<file path="config.mk">
export PLATFORM = sky130hd
export DESIGN_NAME = uart_tx_param
export DESIGN_NICKNAME = d
export VERILOG_FILES = /design/src/rtl/uart_tx_param.sv
export SDC_FILE = /design/constraint.sdc
export NUM_CORES = 1
export LEC_CHECK = 0
export CORE_AREA = 2 2 72 74
export CTS_BUF_LIST = sky130_fd_sc_hd__clkbuf_4 sky130_fd_sc_hd__clkbuf_8
export DETAILED_ROUTE_END_ITERATION = 16
export DIE_AREA = 0 0 74 76
export GPL_ROUTABILITY_DRIVEN = 0
export GPL_TIMING_DRIVEN = 1
export PLACE_DENSITY = 0.64
export SETUP_SLACK_MARGIN = 0.3
export SLEW_MARGIN = 25
export SYNTH_ARGS = -nofsm -noshare
export SYNTH_HDL_FRONTEND = slang
export SYNTH_SLANG_ARGS = --single-unit
</file>
<file path="constraint.sdc">
create_clock -name clock -period 1.3 [get_ports clock]
set_input_delay 0.26 -clock clock [delete_from_list [all_inputs] [get_ports clock]]
set_output_delay 0.26 -clock clock [all_outputs]
set_load 0.03 [all_outputs]
</file>
<file path="src/rtl/uart_tx_param.sv">
// -----------------------------------------------------------------------------
// uart_tx_param
//
// Parametrised UART transmitter with line-break support. Accepts one word per
// valid/ready handshake and serialises it as start bit, DATA_BITS data bits
// (LSB first), an optional parity bit and STOP_BITS stop bits, each exactly
// TICKS clock cycles long. A break request holds the line low for at least
// one frame length, followed by one bit period of mark before returning idle.
//
// Parameters:
//   CLK_HZ     input clock frequency in Hz
//   BAUD       line rate in bit/s, TICKS = round(CLK_HZ / BAUD), TICKS >= 2
//   DATA_BITS  data bits per frame, 5..9
//   PARITY     0 = none, 1 = odd, 2 = even
//   STOP_BITS  1 or 2
//
// Ports:
//   clock       system clock, all logic on posedge
//   reset_n     asynchronous active-low reset (release synchronised inside)
//   data        word to send, sampled on the accept edge
//   data_valid  producer has a word
//   ready       transmitter can accept (transfer on data_valid && ready)
//   break_req   request to hold the line low (break)
//   busy        frame or break in progress, always the inverse of ready
//   uart_tx     serial line, idle high
// -----------------------------------------------------------------------------
module uart_tx_param #(
   parameter int CLK_HZ    = 12000000,
   parameter int BAUD      = 9600,
   parameter int DATA_BITS = 8,
   parameter int PARITY    = 0,
   parameter int STOP_BITS = 1
) (
   input  logic                 clock,
   input  logic                 reset_n,
   input  logic [DATA_BITS-1:0] data,
   input  logic                 data_valid,
   output logic                 ready,
   input  logic                 break_req,
   output logic                 busy,
   output logic                 uart_tx
);

   localparam int TICKS      = (BAUD > 0) ? ((CLK_HZ + BAUD / 2) / BAUD) : 0;
   localparam int CNT_W      = (TICKS > 2) ? $clog2(TICKS) : 1;
   localparam int PAR_BITS   = (PARITY != 0) ? 1 : 0;
   localparam int FRAME_BITS = 1 + DATA_BITS + PAR_BITS + STOP_BITS;

   localparam logic [CNT_W-1:0] TICK_LAST  = CNT_W'(TICKS - 1);
   localparam logic [CNT_W-1:0] TICK_ONE   = CNT_W'(1);
   localparam logic [CNT_W-1:0] TICK_ZERO  = {CNT_W{1'b0}};
   localparam logic [3:0]       DATA_LAST  = 4'(DATA_BITS - 1);
   localparam logic [3:0]       STOP_LAST  = 4'(STOP_BITS - 1);
   localparam logic [3:0]       FRAME_LAST = 4'(FRAME_BITS - 1);

   localparam logic [2:0] ST_IDLE     = 3'd0;
   localparam logic [2:0] ST_START    = 3'd1;
   localparam logic [2:0] ST_DATA     = 3'd2;
   localparam logic [2:0] ST_PARITY   = 3'd3;
   localparam logic [2:0] ST_STOP     = 3'd4;
   localparam logic [2:0] ST_BREAK    = 3'd5;
   localparam logic [2:0] ST_BRK_MARK = 3'd6;

   // Parameter legality is checked while elaborating, not at run time.
   if (TICKS < 2) begin : g_bad_ticks
      $error("uart_tx_param: (CLK_HZ + BAUD/2) / BAUD must be >= 2");
   end
   if (DATA_BITS < 5 || DATA_BITS > 9) begin : g_bad_data_bits
      $error("uart_tx_param: DATA_BITS must be 5..9");
   end
   if (PARITY < 0 || PARITY > 2) begin : g_bad_parity
      $error("uart_tx_param: PARITY must be 0, 1 or 2");
   end
   if (STOP_BITS < 1 || STOP_BITS > 2) begin : g_bad_stop_bits
      $error("uart_tx_param: STOP_BITS must be 1 or 2");
   end

   // Parity of the latched word: even mode sends the XOR, odd mode its inverse.
   function automatic logic parity_bit(input logic [DATA_BITS-1:0] word);
      logic x;
      x = ^word;
      if (PARITY == 1) begin
         parity_bit = ~x;
      end else begin
         parity_bit = x;
      end
   endfunction

   logic [1:0]           rst_sync_r;
   logic                 rst_int_n_s;
   logic [2:0]           state_r;
   logic [CNT_W-1:0]     tick_r;
   logic [3:0]           bit_cnt_r;
   logic [DATA_BITS-1:0] shift_r;
   logic                 par_r;
   logic                 tx_r;
   logic                 ready_r;
   logic                 busy_r;
   logic                 tick_zero_s;
   logic                 bit_zero_s;

   // Reset synchroniser: asserts immediately with reset_n, releases two edges later.
   always_ff @(posedge clock or negedge reset_n) begin
      if (!reset_n) begin
         rst_sync_r <= 2'b00;
      end else begin
         rst_sync_r <= {rst_sync_r[0], 1'b1};
      end
   end

   assign rst_int_n_s = rst_sync_r[1];
   assign tick_zero_s = (tick_r == TICK_ZERO);
   assign bit_zero_s  = (bit_cnt_r == 4'd0);

   // Transmit sequencer: bit timing, shifting, parity, break and handshake flags.
   always_ff @(posedge clock or negedge rst_int_n_s) begin
      if (!rst_int_n_s) begin
         state_r   <= ST_IDLE;
         tick_r    <= TICK_ZERO;
         bit_cnt_r <= 4'd0;
         shift_r   <= {DATA_BITS{1'b0}};
         par_r     <= 1'b0;
         tx_r      <= 1'b1;
         ready_r   <= 1'b1;
         busy_r    <= 1'b0;
      end else begin
         case (state_r)
            ST_IDLE: begin
               // data_valid wins over break_req; the start bit begins on this edge.
               if (data_valid) begin
                  shift_r <= data;
                  par_r   <= parity_bit(data);
                  tx_r    <= 1'b0;
                  ready_r <= 1'b0;
                  busy_r  <= 1'b1;
                  tick_r  <= TICK_LAST;
                  state_r <= ST_START;
               end else if (break_req) begin
                  // The break lasts at least FRAME_BITS bit periods.
                  tx_r      <= 1'b0;
                  ready_r   <= 1'b0;
                  busy_r    <= 1'b1;
                  tick_r    <= TICK_LAST;
                  bit_cnt_r <= FRAME_LAST;
                  state_r   <= ST_BREAK;
               end else begin
                  tx_r    <= 1'b1;
                  ready_r <= 1'b1;
                  busy_r  <= 1'b0;
                  tick_r  <= TICK_ZERO;
               end
            end

            ST_START: begin
               if (tick_zero_s) begin
                  tx_r      <= shift_r[0];
                  shift_r   <= {1'b0, shift_r[DATA_BITS-1:1]};
                  bit_cnt_r <= DATA_LAST;
                  tick_r    <= TICK_LAST;
                  state_r   <= ST_DATA;
               end else begin
                  tick_r <= tick_r - TICK_ONE;
               end
            end

            ST_DATA: begin
               // bit_cnt_r holds the number of data bits still to follow.
               if (tick_zero_s) begin
                  tick_r <= TICK_LAST;
                  if (!bit_zero_s) begin
                     tx_r      <= shift_r[0];
                     shift_r   <= {1'b0, shift_r[DATA_BITS-1:1]};
                     bit_cnt_r <= bit_cnt_r - 4'd1;
                  end else if (PARITY != 0) begin
                     tx_r    <= par_r;
                     state_r <= ST_PARITY;
                  end else begin
                     tx_r      <= 1'b1;
                     bit_cnt_r <= STOP_LAST;
                     state_r   <= ST_STOP;
                  end
               end else begin
                  tick_r <= tick_r - TICK_ONE;
               end
            end

            ST_PARITY: begin
               if (tick_zero_s) begin
                  tx_r      <= 1'b1;
                  bit_cnt_r <= STOP_LAST;
                  tick_r    <= TICK_LAST;
                  state_r   <= ST_STOP;
               end else begin
                  tick_r <= tick_r - TICK_ONE;
               end
            end

            ST_STOP: begin
               if (tick_zero_s) begin
                  if (!bit_zero_s) begin
                     bit_cnt_r <= bit_cnt_r - 4'd1;
                     tick_r    <= TICK_LAST;
                  end else begin
                     ready_r <= 1'b1;
                     busy_r  <= 1'b0;
                     tick_r  <= TICK_ZERO;
                     state_r <= ST_IDLE;
                  end
               end else begin
                  tick_r <= tick_r - TICK_ONE;
               end
            end

            ST_BREAK: begin
               // Once the minimum has elapsed the counter parks at zero until
               // break_req falls.
               if (tick_zero_s) begin
                  if (!bit_zero_s) begin
                     bit_cnt_r <= bit_cnt_r - 4'd1;
                     tick_r    <= TICK_LAST;
                  end else if (!break_req) begin
                     tx_r    <= 1'b1;
                     tick_r  <= TICK_LAST;
                     state_r <= ST_BRK_MARK;
                  end else begin
                     tick_r <= TICK_ZERO;
                  end
               end else begin
                  tick_r <= tick_r - TICK_ONE;
               end
            end

            ST_BRK_MARK: begin
               if (tick_zero_s) begin
                  ready_r <= 1'b1;
                  busy_r  <= 1'b0;
                  tick_r  <= TICK_ZERO;
                  state_r <= ST_IDLE;
               end else begin
                  tick_r <= tick_r - TICK_ONE;
               end
            end

            default: begin
               state_r <= ST_IDLE;
               tick_r  <= TICK_ZERO;
               tx_r    <= 1'b1;
               ready_r <= 1'b1;
               busy_r  <= 1'b0;
            end
         endcase
      end
   end

   assign uart_tx = tx_r;
   assign ready   = ready_r;
   assign busy    = busy_r;

endmodule
</file>
## After elaboration in Yosys (flattened, before gate mapping)

Cells that the tools add are included.

- Register bits: 31
- Input bits: 12
- Output and inout bits: 3
- Logic and storage cells: 105

- Add/subtract/negate cells: 2
- Equality and inequality tests: 23
- Muxes and demuxes: 56
- Bitwise gates (word level): 2
- Reduce and logical (&&, ||, !) cells: 14

Operator list:

| operator | number |
|---|---|
| 11-bit 2-to-1 mux | 9 |
| 11-bit one-hot mux with 5 select lines | 1 |
| 3-bit 2-to-1 mux | 12 |
| 4-bit 2-to-1 mux | 8 |
| 8-bit 2-to-1 mux | 4 |
| 2-bit != test (second input constant) | 15 |
| 8-bit one-hot mux with 3 select lines | 1 |
| 3-bit one-hot mux with 7 select lines | 1 |
| 4-bit one-hot mux with 5 select lines | 1 |
| 1-bit 2-to-1 mux | 16 |
| 11-bit zero test | 1 |
| 11-bit AND reduction | 1 |
| 11-bit by 1-bit subtractor with 11-bit output (second input constant) | 1 |
| 3-bit equality test (second input constant) | 3 |
| 1-bit one-hot mux with 4 select lines | 2 |
| 8-bit AND reduction | 1 |
| 7-bit AND reduction | 1 |
| 3-bit by 2-bit equality test with 1-bit output (second input constant) | 2 |
| 1-bit one-hot mux with 6 select lines | 1 |
| 5-bit AND reduction | 1 |
| 5-bit nonzero test | 1 |
| 4-bit zero test | 1 |
| 4-bit AND reduction | 1 |
| 2-bit OR reduction | 2 |
| 9 further kinds | 10 |

## Depth between registers and ports, before layout

Gate-level depths: netlist (run 1).

- Depth in word-level cells: 4
- Depth in mapped cells: 7
- Mapped depth without buffers: 6

## Worst setup path before layout (run 1)

OpenSTA, ideal clock, no wires.

- Kind: register to register
- From: register tick_r[5]
- To: register shift_r[0]
- Setup time: 0.125 ns
- Arrival: 1.975 ns
- Data required time: 1.175 ns
- Slack: -0.800 ns
- Stages on the path, launching flop included: 5
- Buffers on the path: 0
- Period minus slack after synthesis: 2.100 ns
- Path through: dfrtp_1 > nor4_4 > nand4_4 > a2111oi_4 > mux2_2

- Cells in the longest elaborated chain, start to end: 3
- Elaborated cells between the ends (all ways): 4
- Those cells by class: 2 x eq/ne; 2 x reduce/logical

RTL lines:

| what | RTL line | RTL |
|---|---|---|
| start: declaration | 92 | `logic [CNT_W-1:0] tick_r;` |
| start signal: assignment | 162 | `tick_r <= tick_r - TICK_ONE;` |
| start signal: assignment | 183 | `tick_r <= tick_r - TICK_ONE;` |
| start signal: assignment | 194 | `tick_r <= tick_r - TICK_ONE;` |
| 11-bit zero test (*) | 112 | `assign tick_zero_s = (tick_r == TICK_ZERO);` |
| 2-bit != test (no line) | n/a |  |
| 5-bit AND reduction (no line) (*) | n/a |  |
| end signal: assignment | 121 | `shift_r <= {DATA_BITS{1'b0}};` |
| end signal: assignment | 131 | `shift_r <= data;` |
| end signal: assignment | 157 | `shift_r <= {1'b0, shift_r[DATA_BITS-1:1]};` |
| end: declaration | 94 | `logic [DATA_BITS-1:0] shift_r;` |

Every way passes the cells marked *; elsewhere a longest branch is shown, timed or not.
A chain may end at the register's enable or synchronous reset.

## Final worst setup path (run 1)

- From: register tick_r[2]
- To: register shift_r[5]

Same word-level chain as after synthesis.

==> results of run 1 <==
## flip-flops by register name (all words and copies together), names as in the netlist
name and cells:
shift_r 8, uart_tx 1, tick_r 11, ready 1, state_r 3, busy 1, bit_cnt_r 4, rst_sync_r 2
## cells by family after synthesis
family | Yosys count | share of synthesized area (%)
simple gates | 60 | 19.9
compound gates | 48 | 19.2
buf+inv | 15 | 3.17
other cells | 1 | 0.202
flops | 31 | 42.0
fa+ha+maj | 3 | 2.02
mux | 16 | 9.72
xor+xnor | 8 | 3.78
## stage by stage
stage / setup TNS, ns / hold WS (ns)
floorplan: -12.76 / -0.0356
global placement: -13.85 / 0.260
detailed placement: -14.55 / 0.256
CTS: -13.54 / 0.135
global route: -18.65 / 0.138
finish: -16.24 / 0.138
## placed cells by master (no fill, tap or decap), types with 4 or more instances in the layout
cell type / netlist / layout
clkdlybuf4s50_1: 0 / 11
dfrtp_1: 29 / 29
o211ai_1: 5 / 5
xor2_1: 6 / 6
o21ai_0: 8 / 5
o21a_1: 4 / 4
nand2_1: 7 / 6
a21oi_1: 10 / 6
a21oi_2: 0 / 4
nand2b_1: 5 / 5
inv_1: 6 / 6
nand3b_1: 4 / 4
clkbuf_8: 0 / 6
mux2_2: 16 / 16
buf_6: 0 / 13
nor2_1: 18 / 17
buf_4: 0 / 61
## where the power goes
group / leakage, nW / total (mW) / internal, mW / switching [mW]
clock: 0.0612 / 0.991 / 0.620 / 0.371
sequential: 0.360 / 1.24 / 1.11 / 0.131
combinational: 0.876 / 0.872 / 0.489 / 0.383
total: 1.30 / 3.10 / 2.22 / 0.885
## area by class of cell
class	count	share of cell area (%)
multi-input combinational	136	39.6
sequential	31	26.5
timing repair buffer	88	26.2
clock buffer	6	2.81
inverter	6	0.766
clock inverter	2	1.19
tap	70	2.98
## routing by layer
| metal | share of wire (%) | wire (um) | GRT usage [%] |
|---|---|---|---|
| met2 | 49 | 2420 | 27.9 |
| met1 | 46 | 2250 | 26.7 |
| met4 | 1.2 | 61 | 6.55 |
| met5 | 0 | 0 | 0 |
| met3 | 3.7 | 180 | 3.44 |
## how the worst max path moves through the flow
stage	end	slack, ns
detailed placement	shift_r[6]	-0.66
global placement	shift_r[3]	-0.63
finish	shift_r[5]	-0.65
global route	shift_r[4]	-0.74
CTS	shift_r[6]	-0.64
floorplan	shift_r[0]	-0.80
## worst max-delay path, delay by kind of cell (launching register included)
family | cells | cell delay, ns
AO/OA/AOI/OAI | 1 | 0.34
buffers and inverters | 1 | 0.19
flip-flops | 1 | 0.41
multiplexers | 1 | 0.34
AND/OR/NAND/NOR | 2 | 0.56
## repair_timing
item,4_1_cts,5_1_grt
buffers inserted,7,6
hold buffers,0,0
gates resized for setup,31,9
pin swaps,11,2
setup endpoints to repair,32,32
hold endpoints to repair,0,0
==> impl_results.md, run 1 <==
- Synth Register Bits: 31
- Overflow after GRT: 0
- Average cell area after synthesis: 10.2 um2
- Post-layout power: a little over 3 mW
- Worst setup path category: flip-flop to flip-flop
- Count of unresolved DRC violations after routing: 0
- Clock tree from TritonCTS: done
- Final Setup Violations: 29
- Peak ir drop on the vdd network: 807 uV
- Critical-path maximum fanout: 8
- Post-Synthesis Cell Area: between 1500 and 2000 um2
- Post-synthesis to final-layout area growth: 58.5%
- Register-to-Register Path Depth: 5
- Register-to-register path setup slack: -0.65 ns
- Required arrival time at the worst endpoint: approximately 1.5 ns
- Area fraction of the dominant cell type after synthesis: roughly 39%
- Cell area power density: 1060 nW/um2
- Count of filler cells inserted in the layout: ~390
- Slowest CP cell: dfrtp_1
- Finished Layout Cells: about 340
- Vias: roughly 1700
- Deepest clock path buffer count: 2
- Share of post-route cells with drive strength above 1: 50.2%
- Multi-input logic area: about 1200 um2
- Post-route clock period utilization: 150%
- Setup clock skew after layout: 0.00660 ns
- Initial antenna violation count: 0
- Detail-routed via count per cell: just over 5
- Critical register-to-register path startpoint: tick_r[2]
- Most instantiated cells after synthesis: dfrtp_1 (29), nor2_1 (18), mux2_2 (16), a21oi_1 (10), o21ai_0 (8)
- Final setup slack of the worst path: -0.651 ns
- Wire length of the first global-routing pass: a little over 8 mm
- Achievable Freq: approximately 0.5 GHz
- Number of global-route vias before repair: roughly 1800
- Endpoint of the lowest-slack register-to-register path: shift_r[5]
- Unrepaired setup endpoints after global routing: yes
- Syn_nets: approximately 200
- Leakage dissipation: 1.30 nW
- Worst-path clk slew: roughly 0.07 ns
- Final Routed Wirelength: 4.92 mm
- Routed WL per cell: approximately 14 um
- Number of rows created at floorplan: 26
- Deepest level of the CTS H-tree: 2
- Cell area after placement: about 2600 um2
- Port buffer count: 14
- Launching element of the worst setup path: tick_r[2]
- Area of the die: between 5000 and 6000 um2
- Share of the core filled with cells: 59.8%
- Max-Cap Viols: 0
- Sequential share of the synthesized area: 42.0%
- Number of enable flip-flop cells after synthesis: 0
- DPL Wire Length: between 3 and 4 mm
- Type of the most critical hold path: primary input to async pin
- # nets final: 283
- CP Capture Type: flip-flop
- Max incr delay on CP: around 0.41 ns
- Finished Cell Area: about 3000 um2
- Violations in the final reports: setup timing
- Initial standard-cell utilization of the core: around 38%
- Largest net degree at the start of global routing: 30
- Setup Slack @ Placement: -0.657 ns
- Synth cell types: 49
- Diodes inserted: 0
- Register area: 778 um2
- Total clock buffers created by CTS: 5
- GRT Total Usage: between 10% and 20%
- Period minus WS final: a little under 2 ns
- Clock tree root driver cell: clkbuf_8
- Number of synthesis warnings: 0
- Largest area contributor in the synthesized netlist: dfrtp_1
- Most frequent cell after synthesis: dfrtp_1
- Arrival time worst endpoint: ~2.1 ns
- Ordered list of cells on the worst path: nor4_4 > nand4_4 > a2111oi_4 > buf_6 > mux2_2
- Main flop type after synthesis: dfrtp_1
- CTS sink cnt: 31
- Element type at the critical path start: flip-flop
- Worst-skew pair later-pin latency: 0.28 ns
- Top-Level Pins: 15
- Syn Inst Count: 182
- Overall die width: 74 um
- DR pass1 iterations: 4
- Cells taking the most area after synthesis: dfrtp_1 (39%), mux2_2 (9.7%), nor2_1 (3.6%)
- Die span in y: about 76 um
- Run status: complete, but fails checks
- Core Area: roughly 4900 um2
- Count of final max-slew check failures: 0
- Final hold violation count: 0
- Antenna Nets Post-Route: 0
- Number of cells in the design after placement: 318
- DRC marker count from the first detailed-route iteration: 121
- Share of synthesized registers carrying an async set or reset: between 90% and 100%
No activity file was read; power rests on OpenSTA's default activity.
==> inputs of run 2 (changes only) <==
--- a/config.mk
+++ b/config.mk
@@ -11,9 +11,10 @@
 export DIE_AREA = 0 0 74 76
 export GPL_ROUTABILITY_DRIVEN = 0
 export GPL_TIMING_DRIVEN = 1
-export PLACE_DENSITY = 0.64
+export PLACE_DENSITY = 0.63
 export SETUP_SLACK_MARGIN = 0.3
 export SLEW_MARGIN = 25
 export SYNTH_ARGS = -nofsm -noshare
 export SYNTH_HDL_FRONTEND = slang
 export SYNTH_SLANG_ARGS = --single-unit
+export TNS_END_PERCENT = 30
==> run 2 against run 1 <==
Net effect:
- the run still ends with setup timing left
- worst hold slack better by 0.00073 ns
- via count decreased by 2.9%
- core utilization down 1.7 points
- global-route usage up 0.45 points
- cell area is 2.9% lower
- sequential cell count unchanged
- count of clock-buffer cells in the layout did not move
- die area is the same
- sequential power hardly changed
- critical path type unchanged
- largest cell class unchanged
- largest power group unchanged
==> impl_results.md, run 2 (synthesized netlist as in run 1, its figures left out) <==
- Largest net degree at the start of global routing: 30 (unchanged)
- Arrival time worst endpoint: 2.04 ns (-0.07 ns)
- Count of unresolved DRC violations after routing: 0 (unchanged)
- Endpoint of the lowest-slack register-to-register path: shift_r[7]
- Flip-flop count of the largest register after layout: 11 (unchanged)
- Largest reg by FF count: tick_r
- DR pass1 iterations: 4 (unchanged)
- Worst-skew pair later-pin latency: 0.29 ns (about the same)
- Critical-path maximum fanout: 8 (unchanged)
- Regs by FF count: tick_r: 11 flops, shift_r: 8 flops, bit_cnt_r: 4 flops
- Register-to-register path setup slack: -0.57 ns (+0.08 ns)
- DPL Wire Length: 3.43 mm (+1.8%)
- Element type at the critical path start: flip-flop
- Period minus WS final: 1.87 ns (-0.0789 ns)
- Final hold violation count: 0 (unchanged)
- Detail-routed via count per cell: 5.10 (-0.82%)
- Worst setup path category: flip-flop to flip-flop
- Initial antenna violation count: 0 (unchanged)
- Top-Level Pins: 15 (unchanged)
- Port buffer count: 14 (unchanged)
- Final setup slack of the worst path: -0.572 ns (+0.0789 ns)
- Post-synthesis to final-layout area growth: 53.9%
- Antenna Nets Post-Route: 0 (unchanged)
- Peak ir drop on the vdd network: 777 uV (-3.7%)
- Run status: complete, but fails checks
- Core Area: 4910 um2 (unchanged)
- Number of rows created at floorplan: 26 (unchanged)
- Highest-count cells in the layout ignoring fill and taps: buf_4 (57), dfrtp_1 (29), nor2_1 (17)
- Worst-path clk slew: 0.07 ns (about the same)
- Violations in the final reports: setup timing
- Routed WL per cell: 14.5 um (-0.26%)
- Overall die width: 74 um (unchanged)
- Most common cell after layout, fill and taps aside: buf_4
- Setup clock skew after layout: 0.0107 ns (+0.00408 ns)
- Overflow after GRT: 0 (unchanged)
- Area of the die: 5620 um2 (unchanged)
- Unrepaired setup endpoints after global routing: yes
- Max-Cap Viols: 0 (unchanged)
- Cell area after placement: 2510 um2 (-1.9%)
- Count of final max-slew check failures: 0 (unchanged)
- Post-layout power: 3.20 mW (+3.1%)
- Clock tree from TritonCTS: done
- Final Routed Wirelength: 4.80 mm (-2.3%)
- Achievable Freq: 0.534 GHz (+4.2%)
- Clock tree root driver cell: clkbuf_8
- Finished Cell Area: 2850 um2 (-2.9%)
- Required arrival time at the worst endpoint: 1.47 ns (about the same)
- Cell area power density: 1120 nW/um2 (+6.2%)
- CP Capture Type: flip-flop
- Vias: 1694 (-2.9%)
- Die span in y: 76 um (unchanged)
- Wire length of the first global-routing pass: 8.31 mm (+0.58%)
- GRT Total Usage: 19.0% (+0.45 points)
- # nets final: 276 (-2.5%)
- Initial standard-cell utilization of the core: 37.7% (unchanged)
- Cts-stage hold buffer count: 0 (unchanged)
- DRC marker count from the first detailed-route iteration: 58 (-52%)
- Post-route clock period utilization: 144% (-6.1 points)
- Leakage dissipation: 1.27 nW (-2.2%)
- Final Setup Violations: 29 (unchanged)
- Deepest clock path buffer count: 2 (unchanged)
- Total clock buffers created by CTS: 5 (unchanged)
- Count of filler cells inserted in the layout: 425 (+8.1%)
- Critical register-to-register path startpoint: tick_r[5]
- Share of post-route cells with drive strength above 1: 46.9% (-3.2 points)
- Type of the most critical hold path: primary input to async pin
- Register-to-Register Path Depth: 5 (unchanged)
- CTS sink cnt: 31 (unchanged)
- Deepest level of the CTS H-tree: 2 (unchanged)
- Diodes inserted: 0 (unchanged)
- Number of global-route vias before repair: 1793 (+0.22%)
[run 2: cell count changes in the layout (fill, tap and decap cells not counted), moves of 3 or more]
cell     previous run  this run
a21oi_2             4         1
a21oi_1             6         9
buf_4              61        57
mux2_2             16         7
mux2_4              0         9
[run 2: how the worst max path moves through the flow]
stage,from,end,slack [ns]
6_report,tick_r[5],shift_r[7],-0.57
5_1_grt,tick_r[9],shift_r[6],-0.65
4_1_cts,tick_r[9],shift_r[0],-0.58
3_5_place_dp,bit_cnt_r[0],bit_cnt_r[1],-0.63
3_3_place_gp,bit_cnt_r[0],bit_cnt_r[1],-0.67
2_1_floorplan,tick_r[5],shift_r[0],-0.80
[run 2: through the flow]
stage	setup WS, ns	utilization (%)	cells	TNS, ns	hold WS [ns]
floorplan	-0.800	-	182	-15.57	-0.0356
detailed placement	-0.628	51.1	318	-15.05	0.276
global placement	-0.669	51.1	318	-14.89	0.259
CTS	-0.578	57.0	328	-11.59	0.136
global route	-0.654	58.1	332	-13.74	0.129
finish	-0.572	58.1	332	-11.67	0.139
[run 2: routing by layer]
| layer | global-route usage [%] | wire, um | up-vias |
|---|---|---|---|
| met3 | 3.97 | 174 | 14 |
| met1 | 24.5 | 2040 | 802 |
| li1 | - | - | 830 |
| met5 | 0 | 0 | - |
| met2 | 30.7 | 2460 | 48 |
| met4 | 7.82 | 123 | 0 |
[run 2: cell type report]
type / count / area (um2) / area share [%]
multi-input cells: 136 / 1150 / 40.3
flip-flops and latches: 31 / 778 / 27.3
repair buffers: 81 / 697 / 24.4
well taps: 70 / 87.6 / 3.07
clock buffers: 6 / 82.6 / 2.89
clock inverters: 2 / 35.0 / 1.23
inverters: 6 / 22.5 / 0.789
[run 2: timing repair]
action | 4_1_cts | 5_1_grt
endpoints found under the setup margin | 32 | 32
pin swaps | 12 | 8
buffers inserted | 2 | 4
gates resized for setup | 36 | 7
[run 2: report_power, final]
part           internal (mW)  switching (mW)  leakage [nW]
sequential              1.11           0.118         0.360
clock                  0.620           0.377        0.0612
combinational          0.555           0.420         0.847
total                   2.29           0.915          1.27
[run 2: critical path, stage by stage, from the launching register on]
cell and delay, ns:
dfrtp_1 0.41, nor4_4 0.35, nand4_4 0.15, a2111oi_4 0.32
buf_6 0.20, mux2_4 0.31
==> inputs of run 3 (changes only) <==
--- a/config.mk
+++ b/config.mk
@@ -5,13 +5,14 @@
 export SDC_FILE = /design/constraint.sdc
 export NUM_CORES = 1
 export LEC_CHECK = 0
+export CAP_MARGIN = 10
 export CORE_AREA = 2 2 72 74
 export CTS_BUF_LIST = sky130_fd_sc_hd__clkbuf_4 sky130_fd_sc_hd__clkbuf_8
 export DETAILED_ROUTE_END_ITERATION = 16
 export DIE_AREA = 0 0 74 76
 export GPL_ROUTABILITY_DRIVEN = 0
 export GPL_TIMING_DRIVEN = 1
-export PLACE_DENSITY = 0.63
+export PLACE_DENSITY_LB_ADDON = 0.08
 export SETUP_SLACK_MARGIN = 0.3
 export SLEW_MARGIN = 25
 export SYNTH_ARGS = -nofsm -noshare
==> run 3 against run 2 <==
Net effect:
- the run still ends with setup timing left
- die area did not move
- sequential share of layout area rose by 1.6 points
- final cell count fell by 1.8%
- largest cell class unchanged
- sequential cell count did not move
- global-route usage fell by 1.1 points
- sequential power barely moved
- worst setup slack got worse by 0.022 ns
- cell area fell by 5.5%
- critical endpoint is now shift_r[5]
- critical path depth did not move
- critical path type unchanged
- fmax fell by 1.1%
==> impl_results.md, run 3 (synthesized netlist as in run 1, its figures left out) <==
- Run status: complete, but fails checks
- Violations in the final reports: setup timing
- Antenna Nets Post-Route: 0 (unchanged)
- Post-route clock period utilization: 146% (+1.7 points)
- Area of the die: 5620 um2 (unchanged)
- Wl on met1: 1.95 mm (-4.5%)
- Largest reg by FF count: tick_r
- Regs by FF count: tick_r: 11 flops, shift_r: 8 flops, bit_cnt_r: 4 flops
- Final Routed Wirelength: 4.57 mm (-4.7%)
- Wire length of the first global-routing pass: 7.79 mm (-6.3%)
- Share of the core filled with cells: 54.9% (-3.2 points)
- Clock tree root driver cell: clkbuf_8
- DPL Wire Length: 3.47 mm (+1.1%)
- Finished Layout Cells: 326 (-1.8%)
- Overflow after GRT: 0 (unchanged)
- Worst-path clk slew: 0.06 ns (about the same)
- Cts-stage hold buffer count: 0 (unchanged)
- Vias: 1676 (-1.1%)
- Routed wl met2: 2.33 mm (-5.4%)
- Achievable Freq: 0.528 GHz (-1.1%)
- Worst setup path category: flip-flop to flip-flop
- CP Capture Type: flip-flop
- Register-to-register path setup slack: -0.59 ns (-0.02 ns)
- Cell area power density: 1080 nW/um2 (-3.4%)
- Count of filler cells inserted in the layout: 430 (+1.2%)
- Diodes inserted: 0 (unchanged)
- Number of cells in the design after placement: 314 (-1.3%)
- Largest net degree at the start of global routing: 30 (unchanged)
- Post-layout power: 2.92 mW (-8.7%)
- Count of final max-slew check failures: 0 (unchanged)
- Share of post-route cells with drive strength above 1: 44.5% (-2.4 points)
- Peak ir drop on the vdd network: 642 uV (-17%)
- CTS sink cnt: 31 (unchanged)
- Post-synthesis to final-layout area growth: 45.5%
- GRT Total Usage: 17.9% (-1.1 points)
- Critical-path maximum fanout: 8 (unchanged)
- Top-Level Pins: 15 (unchanged)
- Die span in y: 76 um (unchanged)
- Final Setup Violations: 29 (unchanged)
- Highest-count cells in the layout ignoring fill and taps: buf_4 (59), dfrtp_1 (28), nor2_1 (18)
- Overall die width: 74 um (unchanged)
- Detail-routed via count per cell: 5.14 (+0.76%)
- Port buffer count: 14 (unchanged)
- Sum of met3 wire segment lengths after detailed routing: 160 um (-8.0%)
- Max-Cap Viols: 0 (unchanged)
- Required arrival time at the worst endpoint: 1.46 ns (about the same)
- Deepest clock path buffer count: 2 (unchanged)
- Core Area: 4910 um2 (unchanged)
- Setup clock skew after layout: 0.00904 ns (-0.00164 ns)
- Deepest level of the CTS H-tree: 2 (unchanged)
- Unrepaired setup endpoints after global routing: yes
- DRC marker count from the first detailed-route iteration: 98 (+69%)
- Total clock buffers created by CTS: 5 (unchanged)
- Final hold violation count: 0 (unchanged)
- Multi-input logic area: 1090 um2 (-4.9%)
- Initial antenna violation count: 0 (unchanged)
- DR pass1 iterations: 4 (unchanged)
- Type of the most critical hold path: primary input to async pin
- Final setup slack of the worst path: -0.594 ns (-0.0215 ns)
- Clock tree from TritonCTS: done
- Number of global-route vias before repair: 1729 (-3.6%)
- Register area: 779 um2 (+0.16%)
- Routed WL per cell: 14.0 um (-3.0%)
- Count of unresolved DRC violations after routing: 0 (unchanged)
- Leakage dissipation: 1.17 nW (-8.0%)
- # nets final: 270 (-2.2%)
- Top Layer Used: met4
- Initial standard-cell utilization of the core: 37.7% (unchanged)
- Most common cell after layout, fill and taps aside: buf_4
- Flip-flop count of the largest register after layout: 11 (unchanged)
- Arrival time worst endpoint: 2.05 ns (about the same)
- Period minus WS final: 1.89 ns (+0.0215 ns)
- Number of rows created at floorplan: 26 (unchanged)
- Worst-skew pair later-pin latency: 0.28 ns (about the same)
- Element type at the critical path start: flip-flop
- Register-to-Register Path Depth: 5 (unchanged)
run 3: power by group:
part           switching (mW)  internal (mW)
Sequential              0.128           1.11
Combinational           0.366          0.470
Clock                   0.343          0.504
run 3: final timing paths:
path | endpoint | startpoint
hold / removal | rst_sync_r[1] | reset_n
max in group asynchronous | uart_tx | rst_sync_r[1]
setup / recovery | shift_r[5] | tick_r[5]
setup reg to reg | shift_r[5] | tick_r[5]
hold reg to reg | tick_r[5] | rst_sync_r[1]
min in group clock | rst_sync_r[1] | rst_sync_r[0]
run 3: area by class of cell:
class | count | area share, %
multi-input combinational | 136 | 40.6
sequential | 31 | 28.9
timing repair buffer | 75 | 22.6
clock buffer | 8 | 3.85
tap | 70 | 3.25
inverter | 6 | 0.835
run 3: timing repair:
item	4_1_cts	5_1_grt
buffers inserted	3	1
endpoints found under the setup margin	32	32
resized for setup	17	6
endpoints found under the hold margin	0	0
pin swaps	8	2
run 3: layer usage:
| metal | vias up | GRT usage (%) |
|---|---|---|
| met5 | - | 0 |
| met4 | 0 | 7.45 |
| met3 | 13 | 4.50 |
| met2 | 36 | 28.7 |
| met1 | 812 | 22.6 |
| li1 | 815 | - |
run 3: metrics by stage:
stage	setup WS, ns	area (um2)	hold WS, ns	setup TNS (ns)
2_1_floorplan	-0.800	1850	-0.0356	-15.57
3_3_place_gp	-0.630	2470	0.259	-14.07
3_5_place_dp	-0.643	2470	0.262	-14.69
4_1_cts	-0.607	2670	0.131	-11.78
5_1_grt	-0.659	2700	0.132	-13.51
6_report	-0.594	2700	0.138	-11.55
run 3: worst max-delay path: stages, from the launching register on:
cell and delay [ns]:
dfrtp_1 0.40, nor4_4 0.38, nand4_4 0.16, a2111oi_4 0.32
buf_6 0.18, mux2_2 0.34
